File: src/rtl/idu_pkg.sv
// Shared opcodes, mnemonic and format encodings, and the control bundle for idu_pipe.
package idu_pkg;

  localparam logic [6:0] OPC_LUI    = 7'h37;
  localparam logic [6:0] OPC_AUIPC  = 7'h17;
  localparam logic [6:0] OPC_JAL    = 7'h6F;
  localparam logic [6:0] OPC_JALR   = 7'h67;
  localparam logic [6:0] OPC_BRANCH = 7'h63;
  localparam logic [6:0] OPC_LOAD   = 7'h03;
  localparam logic [6:0] OPC_STORE  = 7'h23;
  localparam logic [6:0] OPC_OP_IMM = 7'h13;
  localparam logic [6:0] OPC_OP     = 7'h33;

  localparam logic [31:0] NOP = 32'h0000_0013;

  typedef enum logic [5:0] {
    ILLEGAL,
    LUI, AUIPC, JAL, JALR,
    BEQ, BNE, BLT, BGE, BLTU, BGEU,
    LB, LH, LW, LBU, LHU,
    SB, SH, SW,
    ADDI, SLTI, SLTIU, XORI, ORI, ANDI, SLLI, SRLI, SRAI,
    ADD, SUB, SLL, SLT, SLTU, XOR, SRL, SRA, OR, AND
  } mnem_e;

  typedef enum logic [2:0] {
    FMT_R, FMT_I, FMT_S, FMT_B, FMT_U, FMT_J, FMT_X
  } fmt_e;

  // Decoded control bundle handed to execute.
  typedef struct packed {
    mnem_e mnem;
    logic  illegal;
    logic  rd_wr;
    logic  dm_oe;
    logic  alu_src1;
    logic  alu_src2;
  } ctrl_t;

  function automatic fmt_e fmt_of(input logic [6:0] opc);
    fmt_e f;
    case (opc)
      OPC_OP:                        f = FMT_R;
      OPC_OP_IMM, OPC_LOAD, OPC_JALR: f = FMT_I;
      OPC_STORE:                     f = FMT_S;
      OPC_BRANCH:                    f = FMT_B;
      OPC_LUI, OPC_AUIPC:            f = FMT_U;
      OPC_JAL:                       f = FMT_J;
      default:                       f = FMT_X;
    endcase
    return f;
  endfunction

  function automatic logic uses_rs1(input logic [6:0] opc);
    fmt_e f;
    f = fmt_of(opc);
    return (f == FMT_R) || (f == FMT_I) || (f == FMT_S) || (f == FMT_B);
  endfunction

  function automatic logic uses_rs2(input logic [6:0] opc);
    fmt_e f;
    f = fmt_of(opc);
    return (f == FMT_R) || (f == FMT_S) || (f == FMT_B);
  endfunction

endpackage

File: src/rtl/idu_regfile.sv
// Architectural register file with x0 hardwired to zero.
// Optional same-cycle write-back bypass enabled by IDU_RF_BYPASS_EN.
module idu_regfile
  import idu_pkg::*;
#(
  parameter int unsigned XLEN    = 32,
  parameter int unsigned REG_NUM = 32,
  localparam int unsigned RA_W   = $clog2(REG_NUM)
) (
  input  logic            clk,
  input  logic            rst,
  input  logic            wr_en,
  input  logic [RA_W-1:0] wr_addr,
  input  logic [XLEN-1:0] wr_data,
  input  logic [RA_W-1:0] rs1_addr,
  input  logic [RA_W-1:0] rs2_addr,
  output logic [XLEN-1:0] rs1_data,
  output logic [XLEN-1:0] rs2_data
);

  logic [XLEN-1:0] regs [REG_NUM];

  always_ff @(posedge clk or negedge rst) begin
    if (!rst) begin
      for (int i = 0; i < int'(REG_NUM); i++) regs[i] <= '0;
    end else if (wr_en && (wr_addr != '0)) begin
      regs[wr_addr] <= wr_data;
    end
  end

  // Without the bypass, a same-cycle read sees the pre-write value.
  always_comb begin
    rs1_data = (rs1_addr == '0) ? '0 : regs[rs1_addr];
    rs2_data = (rs2_addr == '0) ? '0 : regs[rs2_addr];
`ifdef IDU_RF_BYPASS_EN
    if (wr_en && (wr_addr == rs1_addr) && (rs1_addr != '0)) rs1_data = wr_data;
    if (wr_en && (wr_addr == rs2_addr) && (rs2_addr != '0)) rs2_data = wr_data;
`endif
  end

endmodule

File: src/rtl/idu_pipe.sv
// Handshaked decode stage: one-entry stage register, decode, load-use stall, flush.
// Register-file bypass is selected by IDU_RF_BYPASS_EN (see idu_regfile).
module idu_pipe
  import idu_pkg::*;
#(
  parameter int unsigned XLEN    = 32,
  parameter int unsigned REG_NUM = 32,
  parameter int unsigned MNEM_W  = 6,
  localparam int unsigned RA_W   = $clog2(REG_NUM)
) (
  input  logic              clk,
  input  logic              rst,
  input  logic              i_valid,
  output logic              o_ready,
  input  logic [XLEN-1:0]   i_pc,
  input  logic [31:0]       i_inst,
  input  logic              i_flush,
  input  logic              i_ready,
  output logic              o_valid,
  input  logic              i_ex_load,
  input  logic [RA_W-1:0]   i_ex_rd_addr,
  input  logic              i_rd_wr,
  input  logic [RA_W-1:0]   i_rd_addr,
  input  logic [XLEN-1:0]   i_rd_data,
  output logic [XLEN-1:0]   o_pc,
  output logic [MNEM_W-1:0] o_mnemonic,
  output logic [RA_W-1:0]   o_rs1_addr,
  output logic [RA_W-1:0]   o_rs2_addr,
  output logic [RA_W-1:0]   o_rd_addr,
  output logic [XLEN-1:0]   o_rs1_data,
  output logic [XLEN-1:0]   o_rs2_data,
  output logic [XLEN-1:0]   o_imm,
  output logic              o_rd_wr,
  output logic              o_ALUsrc1,
  output logic              o_ALUsrc2,
  output logic              o_DM_OE,
  output logic              o_illegal,
  output logic              o_hazard
);

  logic            hv;
  logic [XLEN-1:0] pc_q;
  logic [31:0]     inst_q;

  logic [6:0]      opcode;
  logic [2:0]      funct3;
  logic [6:0]      funct7;
  logic [RA_W-1:0] rs1;
  logic [RA_W-1:0] rs2;
  logic            hazard;
  fmt_e            fmt;
  mnem_e           mnem;
  ctrl_t           ctrl;
  logic [31:0]     imm32;

  assign opcode = inst_q[6:0];
  assign funct3 = inst_q[14:12];
  assign funct7 = inst_q[31:25];
  assign rs1    = RA_W'(inst_q[19:15]);
  assign rs2    = RA_W'(inst_q[24:20]);
  assign fmt    = fmt_of(opcode);

  // Load-use stall: the held instruction needs a register the load in execute has not produced yet.
  assign hazard = hv && i_ex_load && (i_ex_rd_addr != '0) &&
                  ((uses_rs1(opcode) && (rs1 == i_ex_rd_addr)) ||
                   (uses_rs2(opcode) && (rs2 == i_ex_rd_addr)));

  assign o_hazard = hazard;
  assign o_valid  = hv && !hazard;
  assign o_ready  = !hv || (i_ready && !hazard);

  // Stage register; flush overrides any accept in the same cycle.
  always_ff @(posedge clk or negedge rst) begin
    if (!rst) begin
      hv     <= 1'b0;
      pc_q   <= '0;
      inst_q <= NOP;
    end else if (i_flush) begin
      hv <= 1'b0;
    end else if (i_valid && o_ready) begin
      hv     <= 1'b1;
      pc_q   <= i_pc;
      inst_q <= i_inst;
    end else if (o_valid && i_ready) begin
      hv <= 1'b0;
    end
  end

  // Mnemonic decode; anything not recognised falls through to ILLEGAL.
  always_comb begin
    mnem = ILLEGAL;
    case (opcode)
      OPC_LUI:   mnem = LUI;
      OPC_AUIPC: mnem = AUIPC;
      OPC_JAL:   mnem = JAL;
      OPC_JALR:  mnem = (funct3 == 3'd0) ? JALR : ILLEGAL;
      OPC_BRANCH: begin
        case (funct3)
          3'd0:    mnem = BEQ;
          3'd1:    mnem = BNE;
          3'd4:    mnem = BLT;
          3'd5:    mnem = BGE;
          3'd6:    mnem = BLTU;
          3'd7:    mnem = BGEU;
          default: mnem = ILLEGAL;
        endcase
      end
      OPC_LOAD: begin
        case (funct3)
          3'd0:    mnem = LB;
          3'd1:    mnem = LH;
          3'd2:    mnem = LW;
          3'd4:    mnem = LBU;
          3'd5:    mnem = LHU;
          default: mnem = ILLEGAL;
        endcase
      end
      OPC_STORE: begin
        case (funct3)
          3'd0:    mnem = SB;
          3'd1:    mnem = SH;
          3'd2:    mnem = SW;
          default: mnem = ILLEGAL;
        endcase
      end
      OPC_OP_IMM: begin
        case (funct3)
          3'd0: mnem = ADDI;
          3'd1: mnem = (funct7 == 7'h00) ? SLLI : ILLEGAL;
          3'd2: mnem = SLTI;
          3'd3: mnem = SLTIU;
          3'd4: mnem = XORI;
          3'd5: begin
            if (funct7 == 7'h00)      mnem = SRLI;
            else if (funct7 == 7'h20) mnem = SRAI;
            else                      mnem = ILLEGAL;
          end
          3'd6: mnem = ORI;
          default: mnem = ANDI;
        endcase
      end
      OPC_OP: begin
        case ({funct7, funct3})
          {7'h00, 3'd0}: mnem = ADD;
          {7'h20, 3'd0}: mnem = SUB;
          {7'h00, 3'd1}: mnem = SLL;
          {7'h00, 3'd2}: mnem = SLT;
          {7'h00, 3'd3}: mnem = SLTU;
          {7'h00, 3'd4}: mnem = XOR;
          {7'h00, 3'd5}: mnem = SRL;
          {7'h20, 3'd5}: mnem = SRA;
          {7'h00, 3'd6}: mnem = OR;
          {7'h00, 3'd7}: mnem = AND;
          default:       mnem = ILLEGAL;
        endcase
      end
      default: mnem = ILLEGAL;
    endcase
  end

  // Control lines: ALU src1 selects PC, src2 selects the immediate.
  always_comb begin
    ctrl          = '0;
    ctrl.mnem     = mnem;
    ctrl.illegal  = (mnem == ILLEGAL);
    if (!ctrl.illegal) begin
      ctrl.rd_wr    = (fmt == FMT_R) || (fmt == FMT_I) || (fmt == FMT_U) || (fmt == FMT_J);
      ctrl.dm_oe    = (opcode == OPC_LOAD);
      ctrl.alu_src1 = (opcode == OPC_AUIPC) || (opcode == OPC_JAL);
      ctrl.alu_src2 = (fmt == FMT_I) || (fmt == FMT_S) || (fmt == FMT_U) || (fmt == FMT_J);
    end
  end

  // Immediate assembly per format; sign comes from inst[31].
  always_comb begin
    imm32 = '0;
    case (fmt)
      FMT_I:   imm32 = {{20{inst_q[31]}}, inst_q[31:20]};
      FMT_S:   imm32 = {{20{inst_q[31]}}, inst_q[31:25], inst_q[11:7]};
      FMT_B:   imm32 = {{19{inst_q[31]}}, inst_q[31], inst_q[7], inst_q[30:25], inst_q[11:8], 1'b0};
      FMT_U:   imm32 = {inst_q[31:12], 12'h000};
      FMT_J:   imm32 = {{11{inst_q[31]}}, inst_q[31], inst_q[19:12], inst_q[20], inst_q[30:21], 1'b0};
      default: imm32 = '0;
    endcase
  end

  idu_regfile #(
    .XLEN    (XLEN),
    .REG_NUM (REG_NUM)
  ) u_regfile (
    .clk      (clk),
    .rst      (rst),
    .wr_en    (i_rd_wr),
    .wr_addr  (i_rd_addr),
    .wr_data  (i_rd_data),
    .rs1_addr (rs1),
    .rs2_addr (rs2),
    .rs1_data (o_rs1_data),
    .rs2_data (o_rs2_data)
  );

  assign o_pc       = pc_q;
  assign o_mnemonic = MNEM_W'(ctrl.mnem);
  assign o_rs1_addr = rs1;
  assign o_rs2_addr = rs2;
  assign o_rd_addr  = RA_W'(inst_q[11:7]);
  assign o_imm      = XLEN'($signed(imm32));
  assign o_rd_wr    = ctrl.rd_wr;
  assign o_ALUsrc1  = ctrl.alu_src1;
  assign o_ALUsrc2  = ctrl.alu_src2;
  assign o_DM_OE    = ctrl.dm_oe;
  assign o_illegal  = ctrl.illegal;

endmodule

File: config.mk
export PLATFORM = sky130hd
export DESIGN_NAME = idu_pipe
export DESIGN_NICKNAME = d
export VERILOG_FILES = /design/src/rtl/idu_pkg.sv /design/src/rtl/idu_regfile.sv /design/src/rtl/idu_pipe.sv
export SDC_FILE = /design/constraint.sdc
export NUM_CORES = 2
export LEC_CHECK = 0
export BUFFER_PORTS_ARGS = -buffer_cell sky130_fd_sc_hd__clkbuf_2
export CAP_MARGIN = 10
export CORE_MARGIN = 2
export CORE_UTILIZATION = 30
export CTS_BUF_LIST = sky130_fd_sc_hd__clkbuf_8
export DETAILED_ROUTE_END_ITERATION = 8
export PLACE_DENSITY = 0.56
export SETUP_SLACK_MARGIN = 0.5
export SLEW_MARGIN = 40
export SYNTH_ARGS = -nofsm -noshare
export SYNTH_HDL_FRONTEND = slang
export SYNTH_SLANG_ARGS = --single-unit
export TNS_END_PERCENT = 10
File: constraint.sdc
create_clock -name clk -period 8.7 [get_ports clk]
set_input_delay 0.435 -clock clk [delete_from_list [all_inputs] [get_ports clk]]
set_output_delay 0.435 -clock clk [all_outputs]
set_load 0.01 [all_outputs]
==> results_dict.tcl <==
set metrics [dict create \
    cts_setup_buffers 0 \
    grtUsageTotal_pct 18.3 \
    final_antenna_net_count 0 \
    fmax_mhz 179 \
    clk_latency_ps 930 \
    grt_overflow_total 0 \
    die_h_um 449 \
    slowest_stage "o2111a_4" \
    cts_resized 0 \
    via_per_inst 5.47 \
    final_area_um2 68400 \
    ys_top_cells_by_count "dfrtp_1, mux2_2, mux4_2" \
    routabilityCongestion 0.783 \
    rows 163 \
    synth_flop_cell "dfrtp_1" \
    dr.pass1.iters 5 \
    worst_slack_ps 3120 \
    drt-wirelength-per-cell_um 27.1 \
    crit_top_cell "buf_4" \
    cp-start-kind "flip-flop" \
    drt_iter0_drc 3014 \
    slew_headroom_pct 38.9 \
    synth_top_area_share_pct 45.7 \
    cp.arrival_ps 5140 \
    swShare_pct 30.0 \
    p_sw_uw 4890 \
    numCtsBuffers 187 \
    seqPwrFrac_pct 41.9 \
    routed-via-count 37400 \
    period_share_pct 64.1 \
    syn_to_final_growth_pct 15.2 \
    async_flop_share_pct 100 \
    clk_pin_slew_worst_paths_ps 70 \
    yosysSeqAreaShare_pct 45.9 \
    finalHoldViolCount 0 \
    drcViolationCount 0 \
    cp_cell_sequence "nand4b_1 > a21oi_1 > inv_1 > ha_1 > o21a_1 > nor2_4 > buf_4 > o2111a_4 > buf_4 > clkbuf_2" \
    synth_edf_count 0 \
    place.port_buffers 269 \
    initial_core_util_pct 30.2 \
    power.leakage_uw 0.0291 \
    r2r_cells 10 \
    yosysMostFrequentCell "dfrtp_1" \
    power_density_nw_per_um2 238 \
    tightest_slew_ps 916 \
    setup_viol_count_final 0 \
    p_total_uw 16300 \
    slew_violations 0 \
    setup_tns_ps 0 \
    cpPeakStageDelay_ps 770 \
    fin_nets 4146 \
    combPwrFrac_pct 26.4 \
    cts_root_buf "clkbuf_8" \
    ys_ff_latch 1089 \
    synth.distinct_cells 69 \
    die_w_um 449 \
    syn_avg_cell_area_um2 15.3 \
    internal-power_uw 11400 \
    status "complete, no violations" \
    cap_violations 0 \
    worst_ir_drop_vdd_uv 158 \
    synthesis.nets 4010 \
    wirelength_um 185000 \
    cp_num_cells 10 \
    netlist_area_um2 59400 \
    core-area_um2 197000 \
    critPathKind "flip-flop to output pin" \
    dieArea_um2 202000 \
    path_buf_inv 4 \
    grt_pass1_wl_um 275000 \
    critPathMaxFanout 67 \
    cts_sinks 1089 \
    ios 270 \
    hold_class "primary input to async pin" \
    critical-path-top-delay-family "buffers and inverters" \
    fin_skew_ps 20.5 \
    antenna_found_initial 11 \
    grt_setup_unrepaired "false" \
    endpoint_kind "output pin" \
    synthTopCellsByArea "dfrtp_1, mux4_2, mux2_2, clkbuf_1, mux2i_1" \
    min_period_ps 5580 \
    clock_path_buffers 3 \
    clockPowerShare_pct 31.7 \
    cts_max_level 4 \
    grt_max_degree 156 \
    place_hpwl_um 98900 \
    drive_above_1_share_pct 57.3 \
    pre_cts_ws_ps 3990 \
    grt_pass1_vias 39500 \
    required_ps 8270 \
    synth-warning-count 0 \
    placed_area_um2 63400 \
    synth_top_cell_by_area "dfrtp_1" \
    cts_tree "yes" \
    postSynthCellCount 3896 \
    fill_cells 19000 \
]
-- placed cells by master, fill, tap and decap left out, drive strengths merged, types with 65 or more instances in the layout --
| cell type | netlist | routed |
|---|---|---|
| buf | 174 | 83 |
| nor2 | 104 | 104 |
| o211ai | 131 | 131 |
| mux2 | 993 | 993 |
| nand2 | 164 | 164 |
| and3 | 65 | 65 |
| mux2i | 65 | 65 |
| dlygate4sd3 | 0 | 68 |
| dfrtp | 1086 | 1086 |
| mux4 | 640 | 640 |
| clkbuf | 298 | 507 |
-- flip-flops by register name (all words and copies together), names as in the netlist --
name            flops
o_pc               32
u_regfile.regs   1024
hv                  1
inst_q             32
-- final timing paths --
| check | startpoint | endpoint | slack, ps |
|---|---|---|---|
| setup / recovery | inst_q[5] | o_hazard | 3120 |
| hold / removal | rst | u_regfile.regs[592] | 160 |
| setup reg to reg | inst_q[5] | o_pc[31] | 4400 |
| hold reg to reg | u_regfile.regs[996] | u_regfile.regs[996] | 390 |
| max in group asynchronous | rst | u_regfile.regs[566] | 6830 |
| min in group clk | i_rd_data[16] | u_regfile.regs[976] | 190 |
-- kinds of logic (layout without fill, tap and decap cells) --
family          after synthesis  in the layout  share of synthesized area, %
buf+inv                     478            770                          3.37
mux                        1698           1698                          44.2
compound gates              206            206                          3.04
flops                      1089           1089                          45.9
xor+xnor                     13             13                         0.192
fa+ha+maj                     2              2                        0.0379
simple gates                410            410                          3.31
other cells                   0              4                             0
-- layout make-up --
type	count	area (um^2)	area share, %
antenna	4	10.0	0.0146
clock buffer	239	3290	4.81
clock inverter	106	877	1.28
inverter	6	22.5	0.0329
multi-input combinational	2329	30600	44.7
sequential	1089	27300	39.9
tap	2640	3300	4.83
timing repair buffer	419	3060	4.46
-- what timing repair did --
item | CTS | global route
setup endpoints to repair | 0 | 0
hold endpoints to repair | 286 | 0
hold buffers | 69 | 0
-- worst register-to-register path: cells and delay by family (launching register included) --
family | cells | cell delay, ps
adders and majority gates | 1 | 250
and+or+nand+nor | 2 | 300
DFF | 1 | 710
buffers and inverters | 3 | 1300
AOI/OAI and AO/OA | 4 | 1610
-- power groups by stage --
stage          logic (uW)  registers [uW]  clock network, uW
6_report             4310            6810               5160
4_1_cts              4360            6790               5300
3_3_place_gp         4240            6830                  0
3_5_place_dp         4320            6880                  0
2_1_floorplan        3250            6540                  0
5_1_grt              4600            6940               5530
-- through the flow --
stage | utilization, % | hold slack, ps | cells
after floorplan | - | 139 | 3896
after global placement | 32.0 | 377 | 6398
after detailed placement | 32.2 | 382 | 6408
after CTS | 34.6 | 83.7 | 6822
after global routing | 34.7 | 143 | 6832
final | 34.7 | 161 | 6832
-- layer usage --
layer	GRT usage [%]	routed length (um)	vias to the layer above
li1	-	-	15400
met5	0	45	-
met3	3.21	8780	347
met2	30.5	92200	1114
met1	23.7	78300	20500
met4	6.56	6170	8
(Power assumes the default switching activity.)
